--- src/rtl/uart_tx_arbiter.sv ---
// -----------------------------------------------------------------------------
// uart_tx_arbiter
//
// Purpose:
//   Round-robin arbiter that shares one UART byte transmitter among NUM_REQ
//   byte-stream requesters. One requester owns the transmitter at a time. It
//   keeps ownership for a packet (ended by req_last) or for at most MAX_BURST
//   bytes. It also gives up ownership after HOLD_TIMEOUT idle cycles. Each
//   byte goes to the transmitter with a tx_start / tx_done handshake. Peer
//   flow control (CTS, active-low) gates acceptance of new bytes.
//
// Ports:
//   clk        transmitter-domain clock
//   rst        synchronous, active-high reset
//   req_valid  per-requester byte valid                     [NUM_REQ]
//   req_data   per-requester byte, requester i at           [NUM_REQ*DATA_WIDTH]
//              bits [i*DATA_WIDTH +: DATA_WIDTH]
//   req_last   final byte of a packet, qualified by handshake [NUM_REQ]
//   req_ready  per-requester byte accept (owner only)       [NUM_REQ]
//   CTS        peer flow control, 0 = peer may receive
//   tx_start   one-cycle pulse, transmitter loads tx_data
//   tx_data    byte to transmit, stable from tx_start to tx_done
//   tx_done    one-cycle pulse from transmitter at end of stop bit
//   grant      one-hot current owner, zero when idle        [NUM_REQ]
//   cts_stall  set when the owner has been blocked by CTS for too long
// -----------------------------------------------------------------------------
module uart_tx_arbiter #(
    parameter int NUM_REQ      = 4,
    parameter int DATA_WIDTH   = 8,
    parameter int MAX_BURST    = 16,
    parameter int HOLD_TIMEOUT = 64,
    parameter int CTS_TIMEOUT  = 1024
) (
    input  logic                          clk,
    input  logic                          rst,
    input  logic [NUM_REQ-1:0]            req_valid,
    input  logic [NUM_REQ*DATA_WIDTH-1:0] req_data,
    input  logic [NUM_REQ-1:0]            req_last,
    output logic [NUM_REQ-1:0]            req_ready,
    input  logic                          CTS,
    output logic                          tx_start,
    output logic [DATA_WIDTH-1:0]         tx_data,
    input  logic                          tx_done,
    output logic [NUM_REQ-1:0]            grant,
    output logic                          cts_stall
);

    localparam int IDX_W   = (NUM_REQ > 1)      ? $clog2(NUM_REQ)      : 1;
    localparam int IDLE_W  = (HOLD_TIMEOUT > 1) ? $clog2(HOLD_TIMEOUT) : 1;
    localparam int STALL_W = (CTS_TIMEOUT > 1)  ? $clog2(CTS_TIMEOUT)  : 1;

    localparam logic [IDX_W-1:0]   LAST_IDX    = IDX_W'(NUM_REQ - 1);
    localparam logic [IDLE_W-1:0]  IDLE_LIMIT  = IDLE_W'(HOLD_TIMEOUT - 1);
    localparam logic [STALL_W-1:0] STALL_LIMIT = STALL_W'(CTS_TIMEOUT - 1);
    localparam logic [7:0]         BURST_LIMIT = 8'(MAX_BURST);

    typedef enum logic [1:0] {
        S_IDLE,
        S_HOLD,
        S_LOAD,
        S_WAIT_DONE
    } state_t;

    state_t                  state, state_next;
    logic [IDX_W-1:0]        gidx, gidx_next;        // index of the current owner
    logic [IDX_W-1:0]        rr_ptr, rr_next;        // highest-priority requester
    logic [NUM_REQ-1:0]      grant_next;
    logic [7:0]              burst_cnt, burst_next;
    logic [IDLE_W-1:0]       idle_cnt, idle_next;
    logic [STALL_W-1:0]      stall_cnt, stall_next;
    logic                    cts_stall_next;
    logic                    last_flag, last_next;
    logic [DATA_WIDTH-1:0]   tx_data_next;
    logic                    release_grant;

    logic                    g_valid;
    logic                    g_last;
    logic [DATA_WIDTH-1:0]   g_data;

    logic                    pick_found;
    logic [IDX_W-1:0]        pick_idx;
    logic [IDX_W-1:0]        cand;

    assign g_valid = req_valid[gidx];
    assign g_last  = req_last[gidx];
    assign g_data  = req_data[int'(gidx)*DATA_WIDTH +: DATA_WIDTH];

    assign tx_start = (state == S_LOAD);

    // Only the owner sees ready, and only while the peer can receive.
    always_comb begin
        req_ready = '0;
        if (state == S_HOLD && !CTS) begin
            req_ready[gidx] = 1'b1;
        end
    end

    // First valid requester scanning upward from rr_ptr, wrapping at NUM_REQ.
    always_comb begin
        pick_found = 1'b0;
        pick_idx   = '0;
        cand       = '0;
        for (int k = 0; k < NUM_REQ; k++) begin
            cand = IDX_W'((int'(rr_ptr) + k) % NUM_REQ);
            if (!pick_found && req_valid[cand]) begin
                pick_found = 1'b1;
                pick_idx   = cand;
            end
        end
    end

    // NOTE: every signal driven here gets a default first, so no path can
    // leave one unassigned and infer a latch.
    always_comb begin
        state_next     = state;
        gidx_next      = gidx;
        rr_next        = rr_ptr;
        grant_next     = grant;
        burst_next     = burst_cnt;
        idle_next      = idle_cnt;
        last_next      = last_flag;
        tx_data_next   = tx_data;
        release_grant  = 1'b0;
        stall_next     = '0;
        cts_stall_next = 1'b0;

        case (state)
            S_IDLE: begin
                if (pick_found) begin
                    state_next           = S_HOLD;
                    gidx_next            = pick_idx;
                    grant_next           = '0;
                    grant_next[pick_idx] = 1'b1;
                    burst_next           = '0;
                    idle_next            = '0;
                end
            end

            S_HOLD: begin
                if (g_valid && !CTS) begin
                    tx_data_next = g_data;
                    last_next    = g_last;
                    burst_next   = burst_cnt + 8'd1;
                    idle_next    = '0;
                    state_next   = S_LOAD;
                end else if (!g_valid) begin
                    if (idle_cnt == IDLE_LIMIT) begin
                        release_grant = 1'b1;
                    end else begin
                        idle_next = idle_cnt + 1'b1;
                    end
                end else begin
                    // Valid but blocked by CTS: the owner is not idle.
                    idle_next = '0;
                end
            end

            S_LOAD: begin
                state_next = S_WAIT_DONE;
            end

            S_WAIT_DONE: begin
                if (tx_done) begin
                    // A last byte that also fills the burst releases once.
                    if (last_flag || burst_cnt == BURST_LIMIT) begin
                        release_grant = 1'b1;
                    end else begin
                        state_next = S_HOLD;
                        idle_next  = '0;
                    end
                end
            end

            default: begin
                state_next = S_IDLE;
            end
        endcase

        // Release always goes through IDLE, so re-arbitration happens on a
        // later cycle with the releasing requester at lowest priority.
        if (release_grant) begin
            state_next = S_IDLE;
            grant_next = '0;
            rr_next    = (gidx == LAST_IDX) ? '0 : gidx + 1'b1;
        end

        // Stall tracking only survives while staying in HOLD with CTS high.
        if (state == S_HOLD && CTS && state_next == S_HOLD) begin
            if (g_valid) begin
                stall_next     = (stall_cnt == STALL_LIMIT) ? stall_cnt : stall_cnt + 1'b1;
                cts_stall_next = cts_stall | (stall_cnt >= STALL_LIMIT);
            end else begin
                stall_next     = stall_cnt;
                cts_stall_next = cts_stall;
            end
        end
    end

    // NOTE: state registers use non-blocking assignments so every register
    // samples the pre-edge values regardless of statement order.
    always_ff @(posedge clk) begin
        if (rst) begin
            state     <= S_IDLE;
            gidx      <= '0;
            rr_ptr    <= '0;
            grant     <= '0;
            burst_cnt <= '0;
            idle_cnt  <= '0;
            stall_cnt <= '0;
            cts_stall <= 1'b0;
            last_flag <= 1'b0;
            tx_data   <= '0;
        end else begin
            state     <= state_next;
            gidx      <= gidx_next;
            rr_ptr    <= rr_next;
            grant     <= grant_next;
            burst_cnt <= burst_next;
            idle_cnt  <= idle_next;
            stall_cnt <= stall_next;
            cts_stall <= cts_stall_next;
            last_flag <= last_next;
            tx_data   <= tx_data_next;
        end
    end

endmodule
--- config.mk ---
export PLATFORM = sky130hd
export DESIGN_NAME = uart_tx_arbiter
export DESIGN_NICKNAME = d
export VERILOG_FILES = /design/src/rtl/uart_tx_arbiter.sv
export SDC_FILE = /design/constraint.sdc
export NUM_CORES = 1
export LEC_CHECK = 0
export CAP_MARGIN = 10
export CORE_ASPECT_RATIO = 1.4
export CORE_MARGIN = 4
export CORE_UTILIZATION = 45
export DETAILED_ROUTE_END_ITERATION = 16
export PLACE_DENSITY_LB_ADDON = 0.15
export SLEW_MARGIN = 15
export SYNTH_ARGS = -nofsm -noshare
export SYNTH_HDL_FRONTEND = slang
export SYNTH_SLANG_ARGS = --single-unit
--- constraint.sdc ---
create_clock -name clk -period 3.16 [get_ports clk]
set_clock_uncertainty 0.15 [all_clocks]
set_input_delay 0.632 -clock clk [delete_from_list [all_inputs] [get_ports clk]]
set_output_delay 0.632 -clock clk [all_outputs]
set_load 0.02 [all_outputs]
==> results.txt, run 1 <==
Status: completed
Clock Latency Late Sink: 0.29 ns
Reg area: 880.8 µm²
Antenna diodes: 0
Final nets: 387
CTS H-tree lvls: 2
Largest stage delay on the critical path: 0.61 ns
First-pass GRT wire length: 8990 µm
Static Leak: 1.067 nW
Startpoint types: primary input
Worst Max-Slew Pin Slew: 1.063 ns
Global Route Usage Sum: 16.75%
Post_cts resized: 0
TritonRoute pass-1 iters: 4
Mapped Area: 2395 µm²
Vias/cell: 5.438
Hold Path Origin: tx_data[1]
DR iter-0 viols: 114
Post-DP HPWL: 4266 µm
CTS Hold Buffers Added: 0
Post-synthesis cell count: 271
Most frequent cells in the layout: 61 x clkdlybuf4s50_1, 45 x nand2_1, 44 x dfxtp_1
GRT overflow: 0
# DRC: 0
Tcrit/Tclk final: 94.93%
Slowest cell on crit path: clkdlybuf4s50_1
Tmin final: 3.000 ns
Routed Antenna Nets: 0
Number of synthesized flops with an enable pin: 0
Top_reg_cell synth: dfxtp_1
Core area: 5159 µm²
Most frequent cell on the critical path: clkdlybuf4s50_1
FP Rows: 31
#FFs+latches synth: 44
Input/output buffers: 61
Antenna violations before repair: 0
Worst path cell trace: clkdlybuf4s50_1 > nor3b_1 > buf_4 > and2_1 > clkdlybuf4s50_1
Final Wtd Congestion: 0.7754
Worst Setup Path Type: in2out
CP max FO: 7
Vias: 2186
Dominant cells by area after synthesis: dfxtp_1 37%, mux4_2 9.4%, nand2_1 7.1%, nor2_1 4.5%, ha_1 4.2%
Ys Warns: 0
Final setup violation count: 0
Max cap viols: 0
Die W: 69.66 µm
Max-Slew Margin vs Limit: 28.21%
Routed WL: 5345 µm
Crit. End Element: output pin
CTS buffer count: 5
Setup_tns: 0 ns
Hold Path End: tx_data[1]
Peak supply drop: 0.2009 mV
Fillers: 456
Worst-path clk slew: 0.08 ns
Initial core utilization: 46.42%
Total power: 0.001148 W
Power per Cell Area: 361.9 nW/µm²
CP arrival: 2.22 ns
Top-area cell type share of the netlist area: 36.78%
Clock root buffer: clkbuf_8
Commonest non-fill, non-tap cell in the layout: clkdlybuf4s50_1
Routed length per instance: 13.30 µm
Syn nets: 323
Total die area: 6570 µm²
Layout cells sized above 1: 8.929%
Max frequency: 0.3334 GHz
R2R Path End: idle_cnt[5]
R2R setup slack: 0.89 ns
Syn Area/Cell: 8.837 µm²
RSZ-0062 raised after global routing: false
Area of the multi-input gates: 1423 µm²
Post-layout util: 61.51%
Vias in the first global route: 2110
Cell depth of the worst hold path: 2
I/O pin cnt: 62
Required @ worst endpoint: 2.38 ns
Clk sinks: 44
Fin. Hold Viols: 0
Post-CTS Setup Inserts: 0
Synth unique cells: 49
Hold crit path type: reg2reg
Area delta synth->final: 32.50%
Worst r2r src: burst_cnt[0]
Reg2reg path depth: 7
CTS tree: yes
FFs w/ async S/R, synth: 0%
Die H: 94.32 µm
Cell taking the most area after synthesis: dfxtp_1
Post-synthesis sequential area ratio: 36.78%
Worst hold slack: 0.3043 ns
Slew Viols, Final: 0
Largest net degree at the start of global routing: 22
Clock buffer depth: 2
==> metal layers <==
metal,share of wire [%],vias up,wire length (µm),track usage [%]
met5,0,-,0,0
met4,1.0,0,55,4.473
met3,8.8,7,472,7.388
met2,50,73,2662,30.33
met1,40,1015,2154,17.74
li1,-,1091,-,-
==> worst max-delay path: cells and delay by family <==
| kind | cells | cell delay (ns) |
|---|---|---|
| buffers and inverters | 3 | 1.24 |
| AND/OR/NAND/NOR | 2 | 0.35 |
==> registers in the layout (all words and copies together), names as in the netlist, 2 cells and up <==
name / count
burst_cnt: 8
gidx: 2
grant: 4
idle_cnt: 6
rr_ptr: 2
stall_cnt: 10
state: 2
tx_data: 8
==> synth_stat cells, types with 3 or more instances <==
master,instances
a211oi_1,5
mux2i_1,5
nand4_1,3
nor2_1,29
and2_1,6
nand2_1,45
mux4_2,10
nor3_1,7
inv_1,9
xor2_1,3
dfxtp_1,44
a21oi_1,19
ha_1,8
clkbuf_1,7
a21boi_0,6
nand2b_1,3
xnor2_1,10
o21ai_0,5
nand3_1,7
nor4_1,4
==> cell type report <==
cell class / count / area share (%)
Sequential cell: 44 / 27.76
Clock buffer: 8 / 2.839
Timing Repair Buffer: 68 / 20.90
Tap cell: 66 / 2.603
Multi-Input combinational cell: 207 / 44.83
Inverter: 9 / 1.065
==> stage by stage <==
| step | instance area (µm²) | cells | worst slack (ns) |
|---|---|---|---|
| 5_1_grt | 3173 | 402 | 0.07762 |
| 6_report | 3173 | 402 | 0.1602 |
| 3_5_place_dp | 3083 | 394 | 0.1480 |
| 2_1_floorplan | 2395 | 271 | 0.7029 |
| 3_3_place_gp | 3083 | 394 | 0.1871 |
| 4_1_cts | 3173 | 402 | 0.1491 |
==> worst max-delay path by stage <==
stage	cells after the start	to	start	slack, ns
floorplan	7	cts_stall	req_valid[3]	0.70
global placement	5	req_ready[0]	CTS	0.19
detailed placement	6	stall_cnt[6]	req_valid[3]	0.15
CTS	5	req_ready[3]	CTS	0.15
global route	5	req_ready[3]	CTS	0.08
finish	5	req_ready[3]	CTS	0.16
==> cells by family after synthesis <==
kind of cell,count (synthesis),share of synthesized area (%)
flops,44,36.78
fa+ha+maj,8,4.180
simple gates,123,25.29
xor+xnor,13,4.754
buf+inv,20,3.814
mux,15,11.49
compound gates,48,13.69
==> power by group <==
group	internal, W	leakage (nW)	switching [W]
combinational	0.000116	0.665	0.0000920
sequential	0.000567	0.356	0.0000123
clock	0.000178	0.0455	0.000183
Power figures use the tool's default switching activity.
==> inputs of run 2 (changes only) <==
Settings changed: CORE_ASPECT_RATIO 1.4 to unset, REMOVE_ABC_BUFFERS set to 1.
==> run 2 against run 1 <==
Net effect: sequential power is essentially flat; non-clock buffer count grew 1; highest routed layer unchanged; critical endpoint unchanged; sequential cell count is the same; combinational power about the same.
==> results.txt, run 2 (synthesis results as in run 1) <==
Slowest cell on crit path: clkdlybuf4s50_1
CTS Hold Buffers Added: 0
Routed Antenna Nets: 0
TritonRoute pass-1 iters: 4
Layout cells sized above 1: 9.199%
# DRC: 0
Internal power: 0.0008430 W
Clock root buffer: clkbuf_8
Status: completed
CP arrival: 2.21 ns
Largest Register: stall_cnt
Power per Cell Area: 357.5 nW/µm²
Largest stage delay on the critical path: 0.61 ns
Critical path's top delay family: buffers and inverters
Initial core utilization: 46.59%
Antenna diodes: 0
Peak supply drop: 0.1827 mV
Max frequency: 0.3345 GHz
GRT overflow: 0
Worst r2r src: gidx[1]
Area delta synth->final: 32.81%
Worst Max-Slew Pin Slew: 1.049 ns
Antenna violations before repair: 0
Routed WL: 5483 µm
Hold Path End: tx_data[3]
Reg2reg path depth: 5
First-pass GRT wire length: 9039 µm
Post-layout util: 61.88%
Startpoint types: primary input
Post-DP HPWL: 4270 µm
Die W: 80.95 µm
Hold crit path type: reg2reg
DR iter-0 viols: 73
R2R Path End: stall_cnt[6]
Most frequent cell on the critical path: clkdlybuf4s50_1
Clk sinks: 44
Largest regs: stall_cnt (10), burst_cnt (8), tx_data (8)
Clock share of power: 30.5%
Vias in the first global route: 2023
Setup_tns: 0 ns
CTS buffer count: 5
Die H: 80.95 µm
Sequential share of power: 51.1%
Core area: 5140 µm²
CP max FO: 7
Switch share: 25.87%
Worst path buffer plus inverter count: 3
Post-CTS Setup Inserts: 0
Global Route Usage Sum: 17.44%
Commonest non-fill, non-tap cell in the layout: clkdlybuf4s50_1
I/O pin cnt: 62
Worst-path clk slew: 0.08 ns
Clock Latency Late Sink: 0.29 ns
CTS H-tree lvls: 2
Crit. End Element: output pin
Max cap viols: 0
Max-Slew Margin vs Limit: 29.15%
Fin. Hold Viols: 0
Clock buffer depth: 2
FP Rows: 26
Final nets: 388
Combinational Power Share: 18.4%
Required @ worst endpoint: 2.38 ns
Final setup violation count: 0
Total die area: 6553 µm²
Most frequent cells in the layout: 61 x clkdlybuf4s50_1, 45 x nand2_1, 44 x dfxtp_1
Worst path cell trace: clkdlybuf4s50_1 > nor3b_1 > buf_4 > and2_1 > clkdlybuf4s50_1
Hold Path Origin: tx_data[3]
Slew Viols, Final: 0
Max reg flops: 10
Routed length per instance: 13.47 µm
Final Wtd Congestion: 0.8197
Cell depth of the worst hold path: 2
Input/output buffers: 61
Static Leak: 1.068 nW
RSZ-0062 raised after global routing: false
Largest net degree at the start of global routing: 22
Vias/cell: 5.199
CTS tree: yes
Worst hold slack: 0.3088 ns
Vias: 2116
R2R setup slack: 0.83 ns
Post_cts resized: 0
Tcrit/Tclk final: 94.60%
Worst Setup Path Type: in2out
Net Switching: 0.0002942 W
Tmin final: 2.989 ns
## run 2: per-layer routing
layer / part of all wire, % / vias to the layer above / track usage (%)
met2: 46 / 50 / 27.83
met1: 48 / 973 / 23.08
met4: 1.3 / 0 / 5.574
li1: - / 1086 / -
met3: 5.4 / 7 / 4.435
met5: 0 / - / 0
## run 2: how the worst max path moves through the flow
stage                   end  slack [ns]  depth (start not counted)         start
2_1_floorplan      grant[2]        0.51                          5       gidx[0]
3_3_place_gp   stall_cnt[7]        0.21                          6  req_valid[3]
3_5_place_dp   stall_cnt[2]        0.15                          6  req_valid[3]
4_1_cts        req_ready[1]        0.17                          5           CTS
5_1_grt        req_ready[3]        0.02                          5           CTS
6_report       req_ready[3]        0.17                          5           CTS
## run 2: power groups by stage
stage / clock network, W / logic (W) / registers [W]
global route: 0.000376 / 0.000228 / 0.000584
detailed placement: 0 / 0.000209 / 0.000594
global placement: 0 / 0.000208 / 0.000594
floorplan: 0 / 0.0000881 / 0.000604
finish: 0.000347 / 0.000209 / 0.000581
CTS: 0.000361 / 0.000211 / 0.000581
## run 2: layout make-up
cell class	count	area, µm²
fill	474	1959
multi-input combinational	207	1423
sequential	44	880.8
timing repair buffer	69	670.6
tap	70	87.58
clock buffer	7	76.32
inverter	9	33.78
clock inverter	1	8.758
## run 2: tightest hold or removal path: cells and delay by family (launching register included)
| family | cells | cell delay [ns] |
|---|---|---|
| AND/OR/NAND/NOR | 1 | 0.05 |
| AO/OA/AOI/OAI | 1 | 0.05 |
| flip-flops | 1 | 0.32 |
## run 2: per-stage QoR
| step | std cells | setup WS (ns) | power (W) | instance area, µm² |
|---|---|---|---|---|
| 2_1_floorplan | 260 | 0.5084 | 0.0006921 | 2337 |
| 3_3_place_gp | 399 | 0.2070 | 0.0008019 | 3095 |
| 3_5_place_dp | 399 | 0.1507 | 0.0008038 | 3095 |
| 4_1_cts | 407 | 0.1692 | 0.001153 | 3181 |
| 5_1_grt | 407 | 0.01991 | 0.001187 | 3181 |
| 6_report | 407 | 0.1707 | 0.001137 | 3181 |
==> inputs of run 3 (changes only) <==
Settings changed: CORE_UTILIZATION 45 to 44, GPL_ROUTABILITY_DRIVEN set to 0.
Clock period 3.16 ns to 2.4 ns, I/O delays scaled along.
==> run 3 against run 2 <==
Net effect: clock-buffer cell count fell by 2; setup slack got worse by 0.021 ns; non-clock buffer count rose by 22; routed wire length rose by 11%; combinational power rose by 51%; design area rose by 6.3%; sequential share of layout area fell by 1.6 points; die area rose by 2.0%; sequential cell count did not move.
==> results.txt, run 3 (synthesis results as in run 1) <==
Vias in the first global route: 2189
Net Switching: 0.0004223 W
GRT overflow: 0
CTS buffer count: 5
Post-DP HPWL: 4791 µm
Most frequent cells in the layout: 53 x clkdlybuf4s50_1, 45 x nand2_1, 44 x dfxtp_1
Fillers: 456
# DRC: 0
Switch share: 25.41%
Slew Viols, Final: 0
Combinational Power Share: 19.0%
Total power: 0.001662 W
Power per Cell Area: 491.4 nW/µm²
Max reg flops: 10
Largest regs: stall_cnt (10), burst_cnt (8), tx_data (8)
Cell depth of the worst hold path: 2
FP Rows: 26
Tcrit/Tclk final: 93.75%
Startpoint types: primary input
Core area: 5205 µm²
Clock Latency Late Sink: 0.29 ns
Worst-path clk slew: 0.09 ns
Peak supply drop: 0.3239 mV
First-pass GRT wire length: 9687 µm
Worst Setup Path Type: in2reg
Initial core utilization: 46.01%
Clock root buffer: clkbuf_8
CP arrival: 2.29 ns
Vias: 2237
Max cap viols: 0
Global Route Usage Sum: 18.51%
Layout cells sized above 1: 17.27%
Worst Max-Slew Pin Slew: 0.9753 ns
Final cell count without fillers: 429
Clk sinks: 44
Antenna diodes: 0
CTS H-tree lvls: 2
CP max FO: 5
Vias/cell: 5.214
Internal power: 0.001240 W
Max frequency: 0.4444 GHz
Static Leak: 1.235 nW
RSZ-0062 raised after global routing: false
Required @ worst endpoint: 2.44 ns
Input/output buffers: 61
Largest net degree at the start of global routing: 22
Crit. End Element: flip-flop
Commonest non-fill, non-tap cell in the layout: clkdlybuf4s50_1
Die W: 81.78 µm
Final nets: 410
Post-layout util: 64.98%
Die H: 81.78 µm
Sequential share of power: 45.8%
Final setup violation count: 0
CTS tree: yes
Hold crit path type: reg2reg
Routed Antenna Nets: 0
Area delta synth->final: 41.22%
Routed length per instance: 14.17 µm
Antenna violations before repair: 0
TritonRoute pass-1 iters: 4
DR iter-0 viols: 84
Placed insts: 421
Total die area: 6687 µm²
Fin. Hold Viols: 0
Status: completed
Post-CTS Setup Inserts: 0
Largest Register: stall_cnt
Tmin final: 2.250 ns
I/O pin cnt: 62
Reg2reg path depth: 6
Clock share of power: 35.1%
Routed WL: 6078 µm
Max-Slew Margin vs Limit: 34.13%
Clock buffer depth: 2
run 3: final cells by class:
cell class | count | area, µm² | share of cell area, %
Clock inverter | 3 | 46.29 | 1.369
Sequential cell | 44 | 880.8 | 26.05
Multi-Input combinational cell | 207 | 1443 | 42.66
Timing Repair Buffer | 91 | 822.0 | 24.31
Clock buffer | 5 | 68.82 | 2.035
Inverter | 9 | 33.78 | 0.9989
Tap cell | 70 | 87.58 | 2.590
run 3: per-stage QoR:
step / setup slack [ns] / hold WS [ns] / TNS (ns) / area (µm²)
6_report: 0.1500 / 0.3117 / 0 / 3382
5_1_grt: 0.005025 / 0.3314 / 0 / 3382
4_1_cts: 0.01076 / 0.3140 / 0 / 3378
3_5_place_dp: -0.3733 / 0.2998 / -10.63 / 3261
3_3_place_gp: -0.3436 / 0.2922 / -9.723 / 3261
2_1_floorplan: -0.2516 / 0.2884 / -3.892 / 2337
run 3: power by group through the flow:
stage	clock, W	sequential (W)	combinational (W)
after detailed placement	0	0.000778	0.000316
after global placement	0	0.000777	0.000310
final	0.000584	0.000762	0.000316
after floorplan	0	0.000795	0.000116
after global routing	0.000631	0.000764	0.000342
after CTS	0.000600	0.000761	0.000318
run 3: worst paths after layout:
check                     from           end  slack [ns]
setup / recovery  req_valid[0]      grant[2]        0.15
hold / removal      tx_data[0]    tx_data[0]        0.31
setup reg to reg  stall_cnt[0]  stall_cnt[0]        0.19
hold reg to reg     tx_data[0]    tx_data[0]        0.31
run 3: critical path, cell delays in order:
cell and delay [ns]:
dlygate4sd2_1 0.27, mux4_2 0.49, or3b_4 0.43, o221a_4 0.30, a21boi_1 0.13, a21boi_2 0.17
run 3: timing repair:
item                                    CTS  global route
resized for setup                         6            16
hold endpoints to repair                  0             0
hold buffers                              0             0
endpoints found under the setup margin   19             8
pin swaps                                 0             2
run 3: routing by layer:
metal | share of wire (%) | wire length [µm] | GRT usage [%] | vias to the layer above
met3 | 7.1 | 431 | 6.250 | 7
met1 | 43 | 2616 | 22.69 | 1038
met2 | 49 | 2960 | 31.58 | 53
li1 | - | - | - | 1139
met5 | 0 | 0 | 0 | -
met4 | 1.2 | 70 | 3.654 | 0
